[src/rtl/uart_pkg.sv]
// Shared types and constants for the UART command controller.
// Opcodes, FSM states and UART config defaults live here.
package uart_pkg;

  typedef enum logic [2:0] {
    IDLE,
    WR_ADDR,
    WR_DATA,
    RD_ADDR,
    RD_WAIT,
    TX_REQ,
    CFG_DATA
  } state_t;

  localparam logic [7:0] OP_WR  = 8'hAA;
  localparam logic [7:0] OP_RD  = 8'hBB;
  localparam logic [7:0] OP_CFG = 8'hCC;

  typedef struct packed {
    logic       par_en;
    logic       par_typ;
    logic [5:0] prescale;
  } cfg_t;

  localparam logic       CFG_PAR_EN   = 1'b1;
  localparam logic       CFG_PAR_TYP  = 1'b0;
  localparam logic [5:0] CFG_PRESCALE = 6'd32;

  localparam cfg_t CFG_RST = '{
    par_en:   CFG_PAR_EN,
    par_typ:  CFG_PAR_TYP,
    prescale: CFG_PRESCALE
  };

  function automatic cfg_t cfg_decode(
    input logic [7:0] b
  );
    cfg_t c;
    c.par_en   = b[0];
    c.par_typ  = b[1];
    c.prescale = b[7:2];
    return c;
  endfunction

  function automatic logic prescale_ok(
    input logic [5:0] ps
  );
    return (ps == 6'd8) ||
           (ps == 6'd16) ||
           (ps == 6'd32);
  endfunction

endpackage

[src/rtl/uart_cmd_ctrl_if.sv]
// Bundle of UART RX/TX, register-file and config signals.
// master = controller side, slave = UART/regfile side.
interface uart_cmd_ctrl_if #(
  parameter int DATA_W = 8,
  parameter int ADDR_W = 4
);

  logic [DATA_W-1:0] rx_data;
  logic              rx_data_valid;
  logic              rx_frame_err;

  logic              reg_wr_en;
  logic              reg_rd_en;
  logic [ADDR_W-1:0] reg_addr;
  logic [DATA_W-1:0] reg_wr_data;
  logic [DATA_W-1:0] reg_rd_data;
  logic              reg_rd_valid;

  logic [DATA_W-1:0] tx_data;
  logic              tx_data_valid;
  logic              tx_busy;

  logic              par_en;
  logic              par_typ;
  logic [5:0]        prescale;
  logic              cmd_err;

  modport master (
    input  rx_data,
    input  rx_data_valid,
    input  rx_frame_err,
    output reg_wr_en,
    output reg_rd_en,
    output reg_addr,
    output reg_wr_data,
    input  reg_rd_data,
    input  reg_rd_valid,
    output tx_data,
    output tx_data_valid,
    input  tx_busy,
    output par_en,
    output par_typ,
    output prescale,
    output cmd_err
  );

  modport slave (
    output rx_data,
    output rx_data_valid,
    output rx_frame_err,
    input  reg_wr_en,
    input  reg_rd_en,
    input  reg_addr,
    input  reg_wr_data,
    output reg_rd_data,
    output reg_rd_valid,
    input  tx_data,
    input  tx_data_valid,
    output tx_busy,
    input  par_en,
    input  par_typ,
    input  prescale,
    input  cmd_err
  );

endinterface

[src/rtl/uart_timeout_cnt.sv]
// Inter-byte idle counter; saturates once the limit is reached.
// clr wins over en so a fresh byte always restarts the window.
module uart_timeout_cnt #(
  parameter int TIMEOUT_CYC = 1024
) (
  input  logic clk,
  input  logic rst,
  input  logic clr,
  input  logic en,
  output logic expired
);

  localparam logic [15:0] LIMIT = 16'(TIMEOUT_CYC);

  logic [15:0] cnt;

  always_ff @(posedge clk) begin
    if (rst || clr) begin
      cnt <= '0;
    end else if (en && !expired) begin
      cnt <= cnt + 16'd1;
    end
  end

  assign expired = (cnt == LIMIT);

endmodule

[src/rtl/uart_cmd_ctrl.sv]
// Byte-level command decoder: register write/read and UART config.
// Read data is returned on the TX request channel.
module uart_cmd_ctrl #(
  parameter int DATA_W      = 8,
  parameter int ADDR_W      = 4,
  parameter int TIMEOUT_CYC = 1024
) (
  input  logic             clk,
  input  logic             rst,
  uart_cmd_ctrl_if.master  bus
);

  import uart_pkg::*;

  state_t     state;
  cfg_t       cfg;
  cfg_t       cfg_new;
  logic [7:0] rx_b;
  logic       rx_open;
  logic       tmo_en;
  logic       tmo_clr;
  logic       tmo_exp;

  assign rx_b    = bus.rx_data[7:0];
  assign cfg_new = cfg_decode(rx_b);

  // Frame errors only matter while the FSM is listening for bytes.
  assign rx_open = (state == IDLE)    ||
                   (state == WR_ADDR) ||
                   (state == WR_DATA) ||
                   (state == RD_ADDR) ||
                   (state == CFG_DATA);

  assign tmo_en  = (state == WR_ADDR) ||
                   (state == WR_DATA) ||
                   (state == RD_ADDR) ||
                   (state == RD_WAIT) ||
                   (state == CFG_DATA);

  // Every entry into a timed state happens on a byte or from IDLE,
  // so clearing outside timed states covers the state-entry restart.
  assign tmo_clr = bus.rx_data_valid || !tmo_en;

  uart_timeout_cnt #(
    .TIMEOUT_CYC (TIMEOUT_CYC)
  ) u_tmo (
    .clk     (clk),
    .rst     (rst),
    .clr     (tmo_clr),
    .en      (tmo_en),
    .expired (tmo_exp)
  );

  assign bus.par_en   = cfg.par_en;
  assign bus.par_typ  = cfg.par_typ;
  assign bus.prescale = cfg.prescale;

  always_ff @(posedge clk) begin
    if (rst) begin
      state             <= IDLE;
      cfg               <= CFG_RST;
      bus.reg_wr_en     <= 1'b0;
      bus.reg_rd_en     <= 1'b0;
      bus.reg_addr      <= '0;
      bus.reg_wr_data   <= '0;
      bus.tx_data       <= '0;
      bus.tx_data_valid <= 1'b0;
      bus.cmd_err       <= 1'b0;
    end else begin
      bus.reg_wr_en <= 1'b0;
      bus.reg_rd_en <= 1'b0;
      bus.cmd_err   <= 1'b0;
      if (rx_open && bus.rx_frame_err) begin
        state       <= IDLE;
        bus.cmd_err <= 1'b1;
      end else if (tmo_en && tmo_exp) begin
        state       <= IDLE;
        bus.cmd_err <= 1'b1;
      end else begin
        unique case (state)
          IDLE: begin
            if (bus.rx_data_valid) begin
              unique case (1'b1)
                (rx_b == OP_WR):  state <= WR_ADDR;
                (rx_b == OP_RD):  state <= RD_ADDR;
                (rx_b == OP_CFG): state <= CFG_DATA;
                default:          bus.cmd_err <= 1'b1;
              endcase
            end
          end
          WR_ADDR: begin
            if (bus.rx_data_valid) begin
              bus.reg_addr <= bus.rx_data[ADDR_W-1:0];
              state        <= WR_DATA;
            end
          end
          WR_DATA: begin
            if (bus.rx_data_valid) begin
              bus.reg_wr_data <= bus.rx_data;
              bus.reg_wr_en   <= 1'b1;
              state           <= IDLE;
            end
          end
          RD_ADDR: begin
            if (bus.rx_data_valid) begin
              bus.reg_addr  <= bus.rx_data[ADDR_W-1:0];
              bus.reg_rd_en <= 1'b1;
              state         <= RD_WAIT;
            end
          end
          RD_WAIT: begin
            if (bus.reg_rd_valid) begin
              bus.tx_data       <= bus.reg_rd_data;
              bus.tx_data_valid <= 1'b1;
              state             <= TX_REQ;
            end
          end
          TX_REQ: begin
            if (!bus.tx_busy) begin
              bus.tx_data_valid <= 1'b0;
              state             <= IDLE;
            end
          end
          CFG_DATA: begin
            if (bus.rx_data_valid) begin
              state <= IDLE;
              if (prescale_ok(cfg_new.prescale)) begin
                cfg <= cfg_new;
              end else begin
                bus.cmd_err <= 1'b1;
              end
            end
          end
          default: state <= IDLE;
        endcase
      end
    end
  end

endmodule

[src/flat_wrapper.sv]
// flat-port wrapper written by rule: the top's interface ports become plain ports
module uart_cmd_ctrl_flat import uart_pkg::*;
#(
  parameter int DATA_W      = 8,
  parameter int ADDR_W      = 4,
  parameter int TIMEOUT_CYC = 1024
)
  (clk, rst, bus_rx_data, bus_rx_data_valid, bus_rx_frame_err, bus_reg_wr_en, bus_reg_rd_en, bus_reg_addr, bus_reg_wr_data, bus_reg_rd_data, bus_reg_rd_valid, bus_tx_data, bus_tx_data_valid, bus_tx_busy, bus_par_en, bus_par_typ, bus_prescale, bus_cmd_err);
  uart_cmd_ctrl_if #(.DATA_W(DATA_W), .ADDR_W(ADDR_W)) bus_i ();
  input  logic clk;
  input  logic rst;
  input wire logic [$bits(bus_i.rx_data)-1:0] bus_rx_data;
  input wire logic [$bits(bus_i.rx_data_valid)-1:0] bus_rx_data_valid;
  input wire logic [$bits(bus_i.rx_frame_err)-1:0] bus_rx_frame_err;
  output wire logic [$bits(bus_i.reg_wr_en)-1:0] bus_reg_wr_en;
  output wire logic [$bits(bus_i.reg_rd_en)-1:0] bus_reg_rd_en;
  output wire logic [$bits(bus_i.reg_addr)-1:0] bus_reg_addr;
  output wire logic [$bits(bus_i.reg_wr_data)-1:0] bus_reg_wr_data;
  input wire logic [$bits(bus_i.reg_rd_data)-1:0] bus_reg_rd_data;
  input wire logic [$bits(bus_i.reg_rd_valid)-1:0] bus_reg_rd_valid;
  output wire logic [$bits(bus_i.tx_data)-1:0] bus_tx_data;
  output wire logic [$bits(bus_i.tx_data_valid)-1:0] bus_tx_data_valid;
  input wire logic [$bits(bus_i.tx_busy)-1:0] bus_tx_busy;
  output wire logic [$bits(bus_i.par_en)-1:0] bus_par_en;
  output wire logic [$bits(bus_i.par_typ)-1:0] bus_par_typ;
  output wire logic [$bits(bus_i.prescale)-1:0] bus_prescale;
  output wire logic [$bits(bus_i.cmd_err)-1:0] bus_cmd_err;
  assign bus_i.rx_data = bus_rx_data;
  assign bus_i.rx_data_valid = bus_rx_data_valid;
  assign bus_i.rx_frame_err = bus_rx_frame_err;
  assign bus_reg_wr_en = bus_i.reg_wr_en;
  assign bus_reg_rd_en = bus_i.reg_rd_en;
  assign bus_reg_addr = bus_i.reg_addr;
  assign bus_reg_wr_data = bus_i.reg_wr_data;
  assign bus_i.reg_rd_data = bus_reg_rd_data;
  assign bus_i.reg_rd_valid = bus_reg_rd_valid;
  assign bus_tx_data = bus_i.tx_data;
  assign bus_tx_data_valid = bus_i.tx_data_valid;
  assign bus_i.tx_busy = bus_tx_busy;
  assign bus_par_en = bus_i.par_en;
  assign bus_par_typ = bus_i.par_typ;
  assign bus_prescale = bus_i.prescale;
  assign bus_cmd_err = bus_i.cmd_err;
  uart_cmd_ctrl #(.DATA_W(DATA_W), .ADDR_W(ADDR_W), .TIMEOUT_CYC(TIMEOUT_CYC)) u_core (.clk(clk), .rst(rst), .bus(bus_i));
endmodule
[config.mk]
export PLATFORM = sky130hd
export DESIGN_NAME = uart_cmd_ctrl_flat
export DESIGN_NICKNAME = d
export VERILOG_FILES = /design/src/rtl/uart_pkg.sv /design/src/rtl/uart_cmd_ctrl_if.sv /design/src/rtl/uart_timeout_cnt.sv /design/src/rtl/uart_cmd_ctrl.sv /design/src/flat_wrapper.sv
export SDC_FILE = /design/constraint.sdc
export NUM_CORES = 1
export LEC_CHECK = 0
export BUFFER_PORTS_ARGS = -buffer_cell sky130_fd_sc_hd__buf_2
export CORE_MARGIN = 2
export CORE_UTILIZATION = 41
export DETAILED_ROUTE_END_ITERATION = 12
export GPL_TIMING_DRIVEN = 1
export PLACE_DENSITY = 0.74
export SLEW_MARGIN = 0
export SYNTH_ARGS = -nofsm -noshare
export SYNTH_HDL_FRONTEND = slang
export SYNTH_HIERARCHICAL = 1
export SYNTH_SLANG_ARGS = --single-unit
[constraint.sdc]
create_clock -name clk -period 2.44 [get_ports clk]
set_clock_uncertainty 0.1 [all_clocks]
set_input_delay 0.244 -clock clk [delete_from_list [all_inputs] [get_ports clk]]
set_output_delay 0.244 -clock clk [all_outputs]
set_load 0.01 [all_outputs]
==> impl_results.md <==
* Pwr Density at 524 nW/um^2
* FF+latch count, synth at 51
* Reg power frac at 54.2%
* Crit path capture type: flip-flop
* Worst path top cell family by delay: compound AO/OA/AOI/OAI gates
* Logic pwr share at 5.3%
* Largest net degree at the start of global routing at 34
* First-pass DRT Iterations at 4
* Ranking of synthesized cells by area: dfxtp_1, mux2i_1, nor2_1, nand3_1, xor2_1
* Top post-synthesis cells by count: dfxtp_1, nor2_1, nand3_1, mux2i_1, a21oi_1
* F_max at 448 MHz
* CP Max Fanout at 9
* Pre-CTS setup slack at -0.0157 ns
* Post-route insts no fill at 400
* Synthesized area at 2460 um^2
* RD Place Congestion at 0.833
* Area grow syn2layout at 19.7%
* Cell taking the most area after synthesis: dfxtp_1
* RSZ-0062 raised after global routing: false
* Clk_lat worst skew at 0.30 ns
* I/O pins at 54
* Wirelength per Cell at 14.2 um
* Sw power at 338 uW
* Synth Flop Type: dfxtp_1
* Final setup vio count at 0
* Dpl cells at 391
* Synth top area share at 41.6%
* Tmin final at 2.23 ns
* Post-synthesis cell count at 270
* Post-synth EDFFs at 0
* Post-synth ARST share at 0%
* Initial Utilization at 42.0%
* Most frequent cell after synthesis: dfxtp_1
* DRC Markers at 0
* Total gr overflow at 0
* Aggregate global-route resource usage at 17.9%
* Post-CTS Hold Fix Bufs at 0
* Worst hold path type: in -> reg
* Post-DP HPWL at 4.02 mm
* WL final at 5.67 mm
* Vias in the first global route at 2045
* Sequential share of the synthesized area at 41.6%
* Critical Path Source Type: flip-flop
* CP Class: reg -> reg
* Max cap viols at 0
* Die width at 81.4 um
* Final core utilization at 50.2%
* CORE AREA at 5850 um^2
* Run status: finished, final reports clean
* Post-synthesis cell type count at 56
* Critical Path AT at 2.35 ns
* Die ar. at 6630 um^2
* Reg area at 1020 um^2
* H-Tree Depth at 2
* Pint at 1200 uW
* Worst ir drop on vdd at 0.333 mV
* FP Rows at 28
* Placed instance area at 2790 um^2
* DRT iter0 DRCs at 98
* Setup WS post-layout at 0.207 ns
* Nets at 348
* Fin area at 2940 um^2
* LEAKAGE at 0.00127 uW
* CTS root buf: clkbuf_8
* Warnings from Yosys at 6
* First-pass GRT wire length at 9.41 mm
* Syn Area/Cell at 9.10 um^2
* Worst Path Required at 2.56 ns
* Clock buffer depth at 2
* Slew Limit Fails at 0
* Port Buffer Count at 53
* Share of cells above drive strength 1 at 27.1%
* Syn Nets at 294
* Worst-Margin Slew at 0.532 ns
* Worst slew margin at 64.0%
* CP max-delay cell: a2111o_1
* Hold Violations, Final at 0
* Clock share of power at 40.6%
* Setup TNS at 0 ns
* Multi-input logic area at 1310 um^2
* CTS Buf Count at 5
* Initial antenna violation count at 0
* TritonCTS clock tree: built
* Peak per-stage delay on the critical path at 0.37 ns
* Clock sink count at 51
* Post-route ant nets at 0
* Diode count at 0
* Filler instances at 557
* Via count at 2180
* Die Y at 81.4 um
* CTS clock-pin slew for the worst setup and hold paths at 0.09 ns
* Cell breakdown of the critical path: inv_1, ha_1, nor4b_1, and4_1, o21bai_1, a211oi_4, buf_4, a2111o_1, mux2i_1
* Vias per cell at 5.45
* Switch share at 22.0%
* Fin crit share at 91.5%
* Crit path buf inv count at 2
-- layer usage --
metal,share of wire [%],vias to the layer above,track usage [%]
met5,0,-,0
met4,0.78,0,5.08
met3,5.0,6,4.11
met2,50,59,29.3
met1,45,1042,23.4
li1,-,1073,-
-- path summary, 6_finish.rpt --
path                             from                        to  slack, ns  cells after the start
min                bus_reg_rd_data[2]     u_core/bus.tx_data[2]       0.07                      3
min reg2reg  u_core/bus.tx_data_valid  u_core/bus.tx_data_valid       0.36                      2
max               u_core/u_tmo/cnt[1]           u_core/state[0]       0.21                      9
max reg2reg       u_core/u_tmo/cnt[1]           u_core/state[0]       0.21                      9
-- cell families after synthesis --
family / Yosys count / synth area share [%]
AO/OA/AOI/OAI: 49 / 13.3
XOR/XNOR: 11 / 3.92
adder cells (fa/ha/maj): 2 / 1.02
buffers and inverters: 26 / 5.45
flip-flops: 51 / 41.6
multiplexers: 18 / 7.34
AND/OR/NAND/NOR: 113 / 27.4
-- through the flow --
| stage | power, uW | hold WS [ns] |
|---|---|---|
| detailed placement | 932 | 0.346 |
| finish | 1540 | 0.0670 |
| global placement | 932 | 0.344 |
| CTS | 1550 | 0.0601 |
| global route | 1590 | 0.0819 |
| floorplan | 894 | 0.286 |
-- state kept, by name, indices dropped and copies added, names as in the netlist --
| name | cells |
|---|---|
| u_core/bus.tx_data | 8 |
| u_core/bus.prescale | 6 |
| u_core/bus.reg_rd_en | 1 |
| u_core/bus.reg_wr_en | 1 |
| u_core/bus.reg_addr | 4 |
| u_core/bus.par_typ | 1 |
| u_core/bus.tx_data_valid | 1 |
| u_core/state | 3 |
| u_core/bus.reg_wr_data | 8 |
| u_core/u_tmo/cnt | 16 |
| u_core/bus.cmd_err | 1 |
| u_core/bus.par_en | 1 |
-- area by class of cell --
class	count	area share [%]
inverter	9	1.15
sequential	51	34.7
timing repair buffer	64	12.3
tap	75	3.19
clock buffer	6	2.81
clock inverter	2	1.32
multi-input combinational	193	44.5
-- placed cells by master (no fill, tap or decap), types with 3 or more instances in the layout --
master | netlist | routed
and4_1 | 3 | 3
dfxtp_1 | 51 | 51
o21ai_1 | 4 | 4
nand2b_1 | 3 | 3
xor2_1 | 9 | 9
nor4b_1 | 3 | 3
nand4_1 | 5 | 5
nor3b_2 | 4 | 3
a21oi_1 | 15 | 15
nor2_1 | 31 | 31
inv_1 | 8 | 8
and3_1 | 4 | 4
buf_2 | 4 | 53
buf_4 | 0 | 10
nor3_1 | 5 | 5
nand2_1 | 10 | 10
or3_1 | 4 | 4
nand3_1 | 21 | 21
o21ai_0 | 13 | 13
mux2i_1 | 18 | 18
clkbuf_8 | 0 | 6
-- worst min-delay path, delay by kind of cell --
family	cells	cell delay (ns)
multiplexers	1	0.05
buffers and inverters	1	0.07
AND/OR/NAND/NOR	1	0.07
-- repair_timing --
| item | in CTS | in global routing |
|---|---|---|
| buffers inserted | 0 | 1 |
| setup endpoints to repair | 5 | 7 |
| pin swaps | 0 | 1 |
| resized for setup | 1 | 1 |
| hold endpoints to repair | 0 | 0 |
-- power groups by stage --
stage / registers (uW) / clock network (uW) / logic (uW)
after floorplan: 854 / 0 / 39.8
after global placement: 853 / 0 / 78.3
after detailed placement: 853 / 0 / 79.0
after CTS: 834 / 637 / 80.5
after global routing: 834 / 665 / 88.2
final: 834 / 625 / 80.9
(Power assumes the default switching activity.)
